==> src/rtl/pipe_stage_skid.sv <==
// Pipeline-stage register with valid/ready handshake, flush and an optional 2-entry skid buffer.
// Low CTRL_W bits of the bundle are forced to zero whenever the stage presents a bubble.
module pipe_stage_skid #(
  parameter int unsigned W      = 109,
  parameter int unsigned CTRL_W = 5,
  parameter int unsigned SKID   = 1,
  parameter int unsigned CNT_W  = 16
) (
  input  logic             clk,
  input  logic             rst,
  input  logic             flush,
  input  logic             in_valid,
  output logic             in_ready,
  input  logic [W-1:0]     in_data,
  output logic             out_valid,
  input  logic             out_ready,
  output logic [W-1:0]     out_data,
  output logic [1:0]       occ,
  output logic [CNT_W-1:0] stall_cnt,
  input  logic             cnt_clr
);

  // Encoding doubles as the occupancy count.
  typedef enum logic [1:0] {
    StEmpty = 2'd0,
    StFull  = 2'd1,
    StSkid  = 2'd2
  } state_e;

  state_e           state_q, state_d;
  logic [W-1:0]     main_q, main_d;
  logic [W-1:0]     skid_q, skid_d;
  logic [CNT_W-1:0] stall_cnt_q, stall_cnt_d;
  logic             in_fire, out_fire;

  assign out_valid = (state_q != StEmpty);
  assign occ       = state_q;
  assign stall_cnt = stall_cnt_q;

  // With the skid buffer, in_ready depends only on registered state and flush.
  if (SKID != 0) begin : g_skid_ready
    assign in_ready = (state_q != StSkid) && !flush;
  end else begin : g_pass_ready
    assign in_ready = ((state_q == StEmpty) || out_ready) && !flush;
  end

  assign in_fire  = in_valid && in_ready;
  assign out_fire = out_valid && out_ready;

  always_comb begin
    out_data = main_q;
    if (!out_valid) begin
      out_data[CTRL_W-1:0] = '0;
    end
  end

  always_comb begin
    state_d = state_q;
    main_d  = main_q;
    skid_d  = skid_q;
    case (state_q)
      StEmpty: begin
        if (in_fire) begin
          state_d = StFull;
          main_d  = in_data;
        end
      end
      StFull: begin
        if (in_fire && out_fire) begin
          main_d = in_data;
        end else if (in_fire && (SKID != 0)) begin
          state_d = StSkid;
          skid_d  = in_data;
        end else if (out_fire) begin
          state_d = StEmpty;
        end
      end
      StSkid: begin
        if (out_fire) begin
          state_d = StFull;
          main_d  = skid_q;
        end
      end
      default: state_d = StEmpty;
    endcase
    if (flush) begin
      state_d = StEmpty;
    end
  end

  always_comb begin
    stall_cnt_d = stall_cnt_q;
    if (cnt_clr) begin
      stall_cnt_d = '0;
    end else if (out_valid && !out_ready && (stall_cnt_q != '1)) begin
      stall_cnt_d = stall_cnt_q + CNT_W'(1);
    end
  end

  always_ff @(posedge clk) begin
    if (rst) begin
      state_q     <= StEmpty;
      main_q      <= '0;
      skid_q      <= '0;
      stall_cnt_q <= '0;
    end else begin
      state_q     <= state_d;
      main_q      <= main_d;
      skid_q      <= skid_d;
      stall_cnt_q <= stall_cnt_d;
    end
  end

endmodule

==> config.mk <==
export PLATFORM = sky130hd
export DESIGN_NAME = pipe_stage_skid
export DESIGN_NICKNAME = d
export VERILOG_FILES = /design/src/rtl/pipe_stage_skid.sv
export SDC_FILE = /design/constraint.sdc
export NUM_CORES = 1
export LEC_CHECK = 0
export ABC_AREA = 1
export CAP_MARGIN = 5
export CORE_ASPECT_RATIO = 0.5
export CORE_MARGIN = 8
export CORE_UTILIZATION = 46
export DETAILED_ROUTE_END_ITERATION = 8
export PLACE_DENSITY_LB_ADDON = 0.05
export SLEW_MARGIN = 40
export SYNTH_ARGS = -nofsm -noshare
export SYNTH_HDL_FRONTEND = slang
export SYNTH_SLANG_ARGS = --single-unit
==> constraint.sdc <==
create_clock -name clk -period 1.5 [get_ports clk]
set_input_delay 0.225 -clock clk [delete_from_list [all_inputs] [get_ports clk]]
set_output_delay 0.225 -clock clk [all_outputs]
set_load 0.05 [all_outputs]
==> metrics.cfg <==
[sta]
fmax_mhz=567
layout_setup_ws_ps=-262
clock_skew_ps=13.3
fin_crit_ps=1760
slew_violations=0
finalCritPeriodShare_pct=117
rsz0062_at_grt=true
tightest_slew_ps=825
hold_violations=0
setup_violations=228
relSlewSlack_pct=45.0

[worst_setup_path]
slowest_stage=dfxtp_4
cp-end-kind=flop
rr_worst_depth=11
path_depth=11
reg2reg_from=occ[0]
critPathArrivalTime_ps=2210
path_cells=buf_6 -> inv_8 -> nand2_8 -> nand3_4 -> o21ai_4 -> buf_6 -> buf_12 -> buf_12 -> buf_16 -> nand3_2 -> a21oi_1
cpLargestDelayFamily=buffers and inverters
max_stage_delay_ps=360
crit_path_start_kind=flop
cp_data_required_time_ps=1950
criticalPathCategory=flop to flop
critPathBufInv=6
crit_path_start=occ[0]
critPathMaxFanout=6

[die]
fp.coreArea_mm2=0.0229
dieArea_mm2=0.0290
rows=39
pin_count=244
start_util_pct=47.2
die_w_um=233
fp.dieH_um=124

[route]
drt-wirelength-per-cell_um=19.4
antenna_left=0
drt-pass1-iter-count=5
drtIter0Drc=1069
wl_um=40500
drcViolationCount=0
vias=11200
viasPerCell=5.37

[yosys]
yosysWarnings=0
synth-seq-cells=236
synth_cell_types=26
yosysMostFrequentCell=nand2_1
synth_area_mm2=0.0108
synth_area_per_cell_um2=6.82
yosys-top-cells-area=dfxtp_1 44%, nand2_1 17%, nor2_1 8.7%
synth_ff_type=dfxtp_1
synthTopCellsByCount=487 x nand2_1, 251 x nor2_1, 236 x dfxtp_1, 122 x a21oi_1, 120 x nand3_1
yosys.area.top_type_share_pct=43.7
synth_edf_count=0
yosysTopAreaCell=dfxtp_1
synth-seq-area-share_pct=43.7
mappedNetlistNets=1702
syn_inst=1586
ys_async_sr_fraction_pct=0

[clock_network]
clkLatencyLatePin_ps=520
clkSinkCount=236
cts_hold_buf=0
htreeDepth=1
cts_tree=yes
numCtsBuffers=22
root_buffer=clkbuf_16
cts.reportedPaths.clkPinSlew_ps=70
clockBufferDepth=3

[worst_hold_path]
min_from=rst
min_path_cells=4
hold_path.class=input port to flop

[place]
hpwlAfterDp_um=22000
dp_slack_ps=-386
gpl.final_weighted_congestion=0.816
io_buffers=243

[global_route]
grt_use_total_pct=23.2
grt_pass1_vias=10200
grt_start_max_net_pins=61
grt_pass1_wl_um=55600
globalRouteOverflowTotal=0
antenna_found_initial=2

[pwr]
p_switching_mw=4.14
p_int_mw=11.5
p_clk_share_pct=41.1
p_per_area_mw_per_mm2=960
leakagePower_nw=6.72
irDropWorstVdd_uv=859
pwr-share-comb_pct=16.8
p_seq_share_pct=42.1
switching_share_pct=26.5

[final_layout]
final_core_util_pct=70.9
syn2layout_area_growth_pct=50.3
layout-drive-gt1-share_pct=27.4
fin_nets=1878

[flow_run]
cap_violations=0

[run_status]
violations=setup timing
run_status=finished with violations

## worst reg2reg max path, cell delays in order (launching register included)
cell,delay (ps)
dfxtp_4,360
buf_6,110
inv_8,40
nand2_8,80
nand3_4,120
o21ai_4,230
buf_6,160
buf_12,140
buf_12,130
buf_16,130
nand3_2,60
a21oi_1,130
## cell type report
cell class | instances | area (um^2)
Inverter | 23 | 121
Timing Repair Buffer | 363 | 4560
Fill cell | 1806 | 6680
Antenna cell | 1 | 2.50
Sequential cell | 236 | 4760
Multi-Input combinational cell | 1115 | 5600
Tap cell | 307 | 384
Timing Repair inverter | 1 | 8.76
Clock buffer | 34 | 698
Clock inverter | 5 | 125
## worst paths after layout
check	endpoint	slack, ps
worst min-delay path	skid_q[30]	170
worst min register to register	main_q[71]	460
worst max register to register	main_q[38]	-260
worst max-delay path	main_q[38]	-260
## flip-flops by register name (all words and copies together), names as in the netlist
signal     count
stall_cnt     16
skid_q       109
occ            2
main_q       109
## power groups by stage
stage	logic [mW]	registers [mW]	clock network [mW]
after floorplan	1.38	6.65	0
after global placement	2.06	6.68	0
after detailed placement	2.08	6.69	0
after CTS	2.29	6.55	6.47
after global routing	2.76	6.59	6.74
final	2.63	6.57	6.41
## layout by cell type (no fill, tap or decap), types with 45 or more instances in the layout
cell,n
clkbuf_16,45
clkdlybuf4s50_1,113
nand2_1,434
nand3_1,92
dfxtp_1,218
o21ai_0,76
nor2_1,206
a21oi_1,83
buf_4,135
buf_12,50
## logic make-up after synthesis
logic type	after synthesis	share of synthesized area (%)
xor gates and xnor gates	6	0.486
adders and majority gates	1	0.116
buffers and inverters	236	12.8
DFF	236	43.7
and+or+nand+nor	872	32.0
AOI/OAI and AO/OA	235	10.9
## per-stage QoR
stage	cells	power [mW]	setup TNS (ps)	hold slack, ps	area [um^2]
CTS	2042	15.3	-22800	155	14700
global placement	1979	8.74	-65750	449	13100
global route	2085	16.1	-50920	173	16300
detailed placement	1979	8.77	-74960	454	13100
finish	2085	15.6	-40110	169	16300
floorplan	1586	8.03	0	389	10900
## routing by layer
metal / share of wire [%] / vias to the layer above / GRT usage [%]
met2: 47 / 444 / 39.1
met4: 2.2 / 2 / 5.79
met1: 43 / 5331 / 30.0
met3: 7.4 / 76 / 4.66
met5: 0.020 / - / 0
li1: - / 5338 / -
## timing repair
item | CTS | global route
gates cloned | 13 | 29
endpoints found under the setup margin | 204 | 240
pin swaps | 25 | 86
resized for setup | 61 | 270
buffers inserted | 12 | 16
hold endpoints to repair | 0 | 0
No activity file was read; power rests on OpenSTA's default activity.
